[src/rtl/aes_ctr_iv_reg.sv]
// AES CTR counter/IV register: holds the sliced counter, queues increment
// requests and runs the sparse incr/ready handshake with the incrementer.
module aes_ctr_iv_reg #(
  parameter int NumSlices  = 8,
  parameter int SliceSize  = 16,
  parameter int MaxPending = 4
) (
  input  logic                           clk_i,
  input  logic                           rst_i,
  input  logic [NumSlices-1:0]           iv_we_i,
  input  logic [NumSlices*SliceSize-1:0] iv_wdata_i,
  output logic                           iv_wr_err_o,
  input  logic                           req_valid_i,
  output logic                           req_ready_o,
  output logic                           done_o,
  output logic [31:0]                    blk_cnt_o,
  output logic [NumSlices*SliceSize-1:0] iv_o,
  output logic [2:0]                     incr_o,
  input  logic [2:0]                     ready_i,
  output logic [NumSlices*SliceSize-1:0] ctr_o,
  input  logic [NumSlices*SliceSize-1:0] ctr_i,
  input  logic [3*NumSlices-1:0]         ctr_we_i,
  input  logic                           alert_i,
  output logic                           alert_o
);

  localparam logic [2:0] SP2V_HIGH = 3'b011;
  localparam logic [2:0] SP2V_LOW  = 3'b100;
  localparam int PW = $clog2(MaxPending + 1);
  localparam logic [PW-1:0] PMAX = PW'(MaxPending);

  typedef enum logic [2:0] {
    IDLE  = 3'd0,
    REQ   = 3'd1,
    WAIT  = 3'd2,
    BUSY  = 3'd3,
    ERROR = 3'd4
  } state_e;

  state_e state_q;
  logic [NumSlices-1:0][SliceSize-1:0] iv_q;
  logic [PW-1:0] pend_q;
  logic [1:0]    wait_cnt_q;
  logic [31:0]   blk_cnt_q;
  logic          wr_err_q;

  logic                 rdy_hi;
  logic                 rdy_bad;
  logic [NumSlices-1:0] we_hi;
  logic                 we_bad;
  logic                 in_upd;
  logic                 state_bad;
  logic                 wait_ovf;
  logic                 fatal;
  logic                 done;
  logic                 accept;
  logic                 sw_ok;

  always_comb begin
    rdy_hi  = (ready_i == SP2V_HIGH);
    rdy_bad = (ready_i != SP2V_HIGH) && (ready_i != SP2V_LOW);
    we_hi   = '0;
    we_bad  = 1'b0;
    for (int s = 0; s < NumSlices; s++) begin
      we_hi[s] = (ctr_we_i[3*s +: 3] == SP2V_HIGH);
      if ((ctr_we_i[3*s +: 3] != SP2V_HIGH) &&
          (ctr_we_i[3*s +: 3] != SP2V_LOW)) begin
        we_bad = 1'b1;
      end
    end
    in_upd    = (state_q == WAIT) || (state_q == BUSY);
    state_bad = 1'b0;
    incr_o    = SP2V_LOW;
    unique case (state_q)
      IDLE, WAIT, BUSY, ERROR: ;
      REQ:     incr_o = SP2V_HIGH;
      default: state_bad = 1'b1;
    endcase
    // Incrementer holding ready high for a third WAIT cycle is a protocol fault.
    wait_ovf = (state_q == WAIT) && rdy_hi && (wait_cnt_q == 2'd2);
    fatal    = alert_i | rdy_bad | we_bad | state_bad | wait_ovf |
               ((|we_hi) & ~in_upd);
    done        = (state_q == BUSY) && rdy_hi && !fatal;
    req_ready_o = (pend_q < PMAX) && (state_q != ERROR);
    accept      = req_valid_i && req_ready_o;
    sw_ok       = (state_q == IDLE) && (pend_q == '0);
  end

  always_ff @(posedge clk_i) begin
    if (rst_i) begin
      state_q    <= IDLE;
      iv_q       <= '0;
      pend_q     <= '0;
      wait_cnt_q <= '0;
      blk_cnt_q  <= '0;
      wr_err_q   <= 1'b0;
    end else begin
      wr_err_q  <= (|iv_we_i) && !sw_ok;
      blk_cnt_q <= blk_cnt_q + 32'(done);
      if (accept && !done) begin
        pend_q <= pend_q + PW'(1);
      end else if (done && !accept) begin
        pend_q <= pend_q - PW'(1);
      end
      for (int s = 0; s < NumSlices; s++) begin
        if (sw_ok && iv_we_i[s]) begin
          iv_q[s] <= iv_wdata_i[s*SliceSize +: SliceSize];
        end else if (in_upd && we_hi[s]) begin
          iv_q[s] <= ctr_i[s*SliceSize +: SliceSize];
        end
      end
      if (fatal) begin
        state_q <= ERROR;
      end else begin
        unique case (state_q)
          IDLE: if (pend_q != '0) state_q <= REQ;
          REQ: begin
            if (rdy_hi) begin
              state_q    <= WAIT;
              wait_cnt_q <= '0;
            end
          end
          WAIT: begin
            if (rdy_hi) wait_cnt_q <= wait_cnt_q + 2'd1;
            else        state_q    <= BUSY;
          end
          BUSY:    if (rdy_hi) state_q <= IDLE;
          ERROR:   state_q <= ERROR;
          default: state_q <= ERROR;
        endcase
      end
    end
  end

  assign iv_o        = iv_q;
  assign ctr_o       = iv_q;
  assign done_o      = done;
  assign blk_cnt_o   = blk_cnt_q;
  assign iv_wr_err_o = wr_err_q;
  assign alert_o     = (state_q == ERROR);

endmodule

[config.mk]
export PLATFORM = sky130hd
export DESIGN_NAME = aes_ctr_iv_reg
export DESIGN_NICKNAME = d
export VERILOG_FILES = /design/src/rtl/aes_ctr_iv_reg.sv
export SDC_FILE = /design/constraint.sdc
export NUM_CORES = 1
export LEC_CHECK = 0
export CORE_AREA = 8 8 226 228
export DETAILED_ROUTE_END_ITERATION = 16
export DIE_AREA = 0 0 234 236
export SETUP_SLACK_MARGIN = 0.02
export SLEW_MARGIN = 25
export SYNTH_ARGS = -nofsm -noshare
export SYNTH_HDL_FRONTEND = slang
export SYNTH_SLANG_ARGS = --single-unit
[constraint.sdc]
create_clock -name clk_i -period 4.05 [get_ports clk_i]
set_input_delay 0.6075 -clock clk_i [delete_from_list [all_inputs] [get_ports clk_i]]
set_output_delay 0.6075 -clock clk_i [all_outputs]
set_load 0.03 [all_outputs]
==> results of run 1 <==
## placed cells by master (no fill, tap or decap), types with 5 or more instances in the layout
cell type / n
clkdlybuf4s50_1: 587
dfxtp_1: 169
nand2_1: 145
a21oi_1: 132
a22oi_1: 128
nor2_1: 49
buf_4: 36
xor2_1: 21
clkbuf_16: 17
nand4_1: 14
inv_1: 12
nand3_1: 12
nand3b_1: 10
nor2b_1: 7
and3_1: 6
nor2_2: 6
xnor2_1: 6
nor4_1: 5
or4_1: 5
nor3_2: 5
## cell families (layout without fill, tap and decap cells)
kind of cell	after synthesis	after routing	synth area share [%]
buffers and inverters	189	671	14.9
AO/OA/AOI/OAI	279	279	21.8
adder cells (fa/ha/maj)	5	5	0.867
flip-flops	169	169	41.9
XOR/XNOR	27	27	2.93
other	0	4	0
AND/OR/NAND/NOR	291	291	17.5
multiplexers	1	1	0.124
## registers in the layout, summed over array words and instances (netlist names)
| signal | cells |
|---|---|
| pend_q | 3 |
| state_q | 3 |
| wait_cnt_q | 2 |
| iv_wr_err_o | 1 |
| blk_cnt_o | 32 |
| ctr_o | 128 |
## power groups by stage
stage	Sequential (W)	Combinational (W)	Clock [W]
finish	0.00182	0.00124	0.00177
global route	0.00183	0.00130	0.00189
CTS	0.00182	0.00125	0.00184
detailed placement	0.00186	0.00125	0
global placement	0.00185	0.00124	0
floorplan	0.00198	0.000492	0
## stage by stage
step,total power (W),TNS [ns]
floorplan,0.00248,0
global placement,0.00309,-0.894
detailed placement,0.00310,-1.36
CTS,0.00491,0
global route,0.00503,0
finish,0.00483,0
## path summary, 6_finish.rpt
| kind | start | end | depth (start not counted) |
|---|---|---|---|
| setup / recovery | ctr_we_i[17] | blk_cnt_o[18] | 16 |
| hold / removal | ctr_o[19] | ctr_o[19] | 2 |
| setup reg to reg | state_q[1] | blk_cnt_o[18] | 15 |
| hold reg to reg | ctr_o[19] | ctr_o[19] | 2 |
## worst max-delay path, cell delays in order
cell	delay, ns
clkdlybuf4s50_1	0.48
or3b_1	0.38
a221o_1	0.42
nor4_2	0.21
buf_4	0.16
nand3_1	0.19
nor3_4	0.26
buf_12	0.14
ha_1	0.16
ha_1	0.17
and4_1	0.25
nor2b_1	0.22
buf_4	0.15
nand3_1	0.08
xor2_1	0.15
nor2_1	0.05
## routing by layer
metal  wire, um  track usage [%]  part of all wire, %  vias to the layer above
met2      20400             24.3                   50                      397
met4        883             5.55                  2.1                        4
met1      16300             15.5                   40                     4160
met5         23                0                0.056                        -
met3       3600             5.15                  8.7                       47
li1           -                -                    -                     4216
## final cells by class
| class | count | area, um2 | area share, % |
|---|---|---|---|
| diodes | 4 | 10.0 | 0.0687 |
| clock buffers | 20 | 447 | 3.07 |
| clock inverters | 11 | 170 | 1.17 |
| inverters | 13 | 48.8 | 0.335 |
| multi-input cells | 603 | 3520 | 24.2 |
| flip-flops and latches | 169 | 3380 | 23.2 |
| well taps | 615 | 769 | 5.28 |
| repair buffers | 627 | 6220 | 42.7 |
==> flow_summary_export.csv, run 1 <==
group,metric,value,unit
synthesis,synth_cells,961,
synthesis,synth_most_common_cell,"dfxtp_1",
cells_and_area,area_growth,80.2,%
pwr,power.share.clock,36.6,%
cells_and_area,fin_nets,1731,
placed_design,place_inst,2027,
outcome,status,"complete, no violations",
detailed_routing,wire_per_inst,19.9,um
synthesis,synth_area_leaders,"dfxtp_1 (42%), buf_4 (12%), a22oi_1 (12%)",
synthesis,synth.largest_area_cell,"dfxtp_1",
clocking,cts_tree,"yes",
pwr,combPwrFrac,25.7,%
detailed_routing,first_pass_iters,5,
clocking,cts_root_buf,"clkbuf_16",
global_routing,grt_remaining_overflow,0,
worst_setup_path,path_class,"in -> reg",
placed_design,gp_congestion,0.823,
synthesis,syn_area_per_cell,8.41,um2
synthesis,yosys_warnings,0,
pwr,seq_power_share,37.7,%
clocking,cts_setup_buffers,0,
timing,relSlewSlack,39.4,%
timing,rsz0062_at_grt,"false",
worst_setup_path,cp-start-kind,"primary input",
clocking,cts_sinks,169,
pwr,p_sw,0.00144,W
timing,worstMarginPinSlew,0.906,ns
worst_setup_path,crit_path_max_fanout,4,
synthesis,yosysSeqAreaShare,41.9,%
clocking,ctsResizeCount,0,
timing,setup_ws,0.318,ns
detailed_routing,drt_iter0_markers,483,
cells_and_area,final_core_util,30.8,%
placed_design,dp_hpwl,33500,um
timing,timing_hold_violations_final,0,
synthesis,synth_area,8080,um2
timing,period_share,92.1,%
timing,setup_viol,0,
detailed_routing,drc,0,
synthesis,async_reset_ff_share,0,%
detailed_routing,vias,8824,
synthesis,synth.ff_latch_count,169,
pwr,cellLeakagePower,4.97,nW
synthesis,synth-edff-count,0,
cells_and_area,drive_gt1_share,6.38,%
global_routing,grt_max_degree,96,
cells_and_area,stdcell_count,2062,
synthesis,synth_top_area_share,41.9,%
die,chipWidth,234,um
pwr,internal_power,0.00339,W
placed_design,port_buffers,589,
clocking,clock_latency,0.47,ns
timing,finalMaxSlewViolations,0,
worst_setup_path,crit_path_end_kind,"register",
global_routing,track_usage,14.1,%
cells_and_area,fin_area,14600,um2
die,rows,80,
global_routing,grt_pass1_vias,8992,
die,ios,590,
synthesis,synth_nets,1261,
die,dieArea,55200,um2
synthesis,ys.flop_type,"dfxtp_1",
worst_setup_path,worstPathArrival,4.08,ns
pwr,switching_share,29.8,%
clocking,h-tree-depth,4,
detailed_routing,routed_via_density,4.28,
hold_path,worst_hold_path_type,"reg -> reg",
synthesis,synthTopCellsByCount,"dfxtp_1 (169), nand2_1 (145), a21oi_1 (132), buf_4 (129), a22oi_1 (128)",
worst_setup_path,ff2ff_setup_slack,0.73,ns
global_routing,grt_pass1_wl,58400,um
detailed_routing,postRouteAntennaNets,0,
placed_design,placed_cell_area,13900,um2
die,coreArea,47300,um2
worst_setup_path,critical_path_required,4.40,ns
clocking,cts_buffers,17,
cells_and_area,n_fill_cell,4965,
clocking,clockBufferDepth,2,
placed_design,post-place-ws,-0.163,ns
pwr,power.density,331,nW/um2
timing,fin_hold_ws,0.471,ns
clocking,cts.clk_slew.worst_paths,0.06,ns
global_routing,antenna_found_initial,7,
synthesis,ys_types,50,
pwr,ir_worst_vdd,0.209,mV
clocking,cts_hold_buf,0,
die,fp.dieH,236,um
detailed_routing,wirelength,41100,um
job,cap_violations,0,
timing,max_freq,0.268,GHz
timing,period_minus_slack,3.73,ns
die,start_util,17.1,%
timing,clock_skew,0.00827,ns
Note: power is estimated with default switching activity, not from simulation.
==> run 2, diff against run 1 <==
--- a/config.mk
+++ b/config.mk
@@ -6,6 +6,7 @@
 export NUM_CORES = 1
 export LEC_CHECK = 0
 export CORE_AREA = 8 8 226 228
+export CTS_BUF_LIST = sky130_fd_sc_hd__clkbuf_8
 export DETAILED_ROUTE_END_ITERATION = 16
 export DIE_AREA = 0 0 234 236
 export SETUP_SLACK_MARGIN = 0.02
==> run 2 against run 1 <==
Critical path depth is the same. Utilization is 0.40 points lower. Worst hold slack improved by 0.0022 ns. Non-clock buffer count is the same. Cell count barely moved. Worst setup slack improved by 0.074 ns. Flip-flop and latch count unchanged. Die area is the same. Power shrank 8.6%. Sequential power is essentially flat. Clock skew grew 0.0046 ns. First-iteration DRC count is 3.9% higher. Critical endpoint unchanged. Largest cell class unchanged. Largest power group unchanged.
==> flow_summary_export.csv, run 2 (synthesized netlist as in run 1, its figures left out) <==
group,metric,value,unit
outcome,status,"complete, no violations",
die,ios,590,
timing,timing_hold_violations_final,0,
global_routing,grt_remaining_overflow,0,
clocking,cts_buffers,17,
global_routing,use_met3,5.28,%
placed_design,placed_cell_area,13900,um2
timing,setup-tns-final,0,ns
pwr,cellLeakagePower,4.89,nW
clocking,cts_tree,"yes",
timing,rsz0062_at_grt,"false",
cells_and_area,n_fill_cell,4990,
clocking,cts_hold_buf,0,
placed_design,port_buffers,589,
die,chipWidth,234,um
pwr,ir_worst_vdd,0.122,mV
worst_setup_path,ff2ff_setup_slack,0.73,ns
timing,clock_skew,0.0129,ns
detailed_routing,vias,8790,
detailed_routing,wirelength,41200,um
detailed_routing,drc,0,
global_routing,track_usage,14.1,%
clocking,h-tree-depth,4,
cells_and_area,final_core_util,30.4,%
clocking,cts_root_buf,"clkbuf_8",
global_routing,antenna_found_initial,8,
die,rows,80,
clocking,cts_sinks,169,
die,fp.dieH,236,um
hold_path,hold_depth,2,
timing,setup_ws,0.392,ns
global_routing,grt_pass1_wl,58400,um
die,coreArea,47300,um2
global_routing,top_usage_layer,"met2",
clocking,cts.clk_slew.worst_paths,0.09,ns
worst_setup_path,reg2reg_depth,15,
global_routing,grt_max_degree,96,
hold_path,min_from,"ctr_o[19]",
placed_design,post-place-ws,-0.163,ns
worst_setup_path,path_class,"in -> reg",
cells_and_area,area_growth,77.9,%
placed_design,dp_hpwl,33500,um
clocking,cts_setup_buffers,0,
placed_design,gp_congestion,0.823,
cells_and_area,final_common_cell,"clkdlybuf4s50_1",
timing,finalMaxSlewViolations,0,
cells_and_area,drive_gt1_share,6.38,%
cells_and_area,fin_area,14400,um2
timing,worstMarginPinSlew,0.929,ns
hold_path,worst_hold_path_type,"reg -> reg",
timing,period_minus_slack,3.66,ns
global_routing,use_met2,24.2,%
timing,relSlewSlack,37.9,%
cells_and_area,fin_nets,1731,
global_routing,use_met1,15.5,%
worst_setup_path,worstReg2RegEnd,"blk_cnt_o[18]",
detailed_routing,postRouteAntennaNets,0,
worst_setup_path,worstPathArrival,4.08,ns
cells_and_area,final_cell_mix,"clkdlybuf4s50_1 (587), dfxtp_1 (169), nand2_1 (145)",
clocking,clockBufferDepth,2,
detailed_routing,drt_iter0_markers,502,
detailed_routing,routed_via_density,4.26,
timing,setup_viol,0,
timing,period_share,90.3,%
job,cap_violations,0,
worst_setup_path,cp-start-kind,"primary input",
worst_setup_path,rr_startpoint,"state_q[0]",
worst_setup_path,crit_path_end_kind,"register",
pwr,power.density,307,nW/um2
hold_path,hold_end,"ctr_o[19]",
detailed_routing,first_pass_iters,5,
cells_and_area,largest_reg_flops,128,
timing,max_freq,0.273,GHz
clocking,clock_latency,0.54,ns
worst_setup_path,crit_path_max_fanout,4,
clocking,ctsResizeCount,0,
timing,fin_hold_ws,0.474,ns
die,dieArea,55200,um2
worst_setup_path,critical_path_required,4.47,ns
detailed_routing,wire_per_inst,20.0,um
global_routing,grt_pass1_vias,8990,
die,start_util,17.1,%
## run 2: changes by cell type in the layout (fill, tap and decap cells not counted), sizes merged
cell,delta
diode,+1
clkbuf,-2
inv,+2
## run 2: cell type report
type | count | area (um2) | area share, %
inverters | 13 | 48.8 | 0.339
flip-flops and latches | 169 | 3380 | 23.5
well taps | 615 | 769 | 5.35
clock buffers | 18 | 248 | 1.72
diodes | 5 | 12.5 | 0.0870
multi-input cells | 603 | 3520 | 24.5
repair buffers | 627 | 6220 | 43.2
clock inverters | 13 | 178 | 1.24
## run 2: worst max-delay path: stages
cell             delay (ns)
clkdlybuf4s50_1        0.48
or3b_1                 0.38
a221o_1                0.42
nor4_2                 0.21
buf_4                  0.16
nand3_1                0.18
nor3_4                 0.26
buf_12                 0.14
ha_1                   0.16
ha_1                   0.17
and4_1                 0.25
nor2b_1                0.22
buf_4                  0.15
nand3_1                0.08
xor2_1                 0.15
nor2_1                 0.05
## run 2: where the power goes
group	internal, W	switching, W	total (W)
Combinational	0.000601	0.000640	0.00124
Clock	0.000680	0.000673	0.00135
Sequential	0.00174	0.0000771	0.00182
## run 2: per-layer routing
metal  vias up  wire length [um]
met1      4144             16200
li1       4209                 -
met3        50              3680
met2       383             20200
met4         4              1030
met5         -                26
## run 2: through the flow
| step | cells | total power, W |
|---|---|---|
| after detailed placement | 2027 | 0.00310 |
| after floorplan | 961 | 0.00248 |
| after global routing | 2062 | 0.00461 |
| after CTS | 2058 | 0.00451 |
| after global placement | 2027 | 0.00309 |
| final | 2063 | 0.00441 |
## run 2: worst max-delay path by stage
stage                  from            end
2_1_floorplan  ctr_we_i[15]  blk_cnt_o[12]
3_3_place_gp   ctr_we_i[17]  blk_cnt_o[18]
3_5_place_dp   ctr_we_i[17]  blk_cnt_o[18]
4_1_cts        ctr_we_i[17]  blk_cnt_o[18]
5_1_grt        ctr_we_i[17]  blk_cnt_o[18]
6_report       ctr_we_i[17]  blk_cnt_o[18]
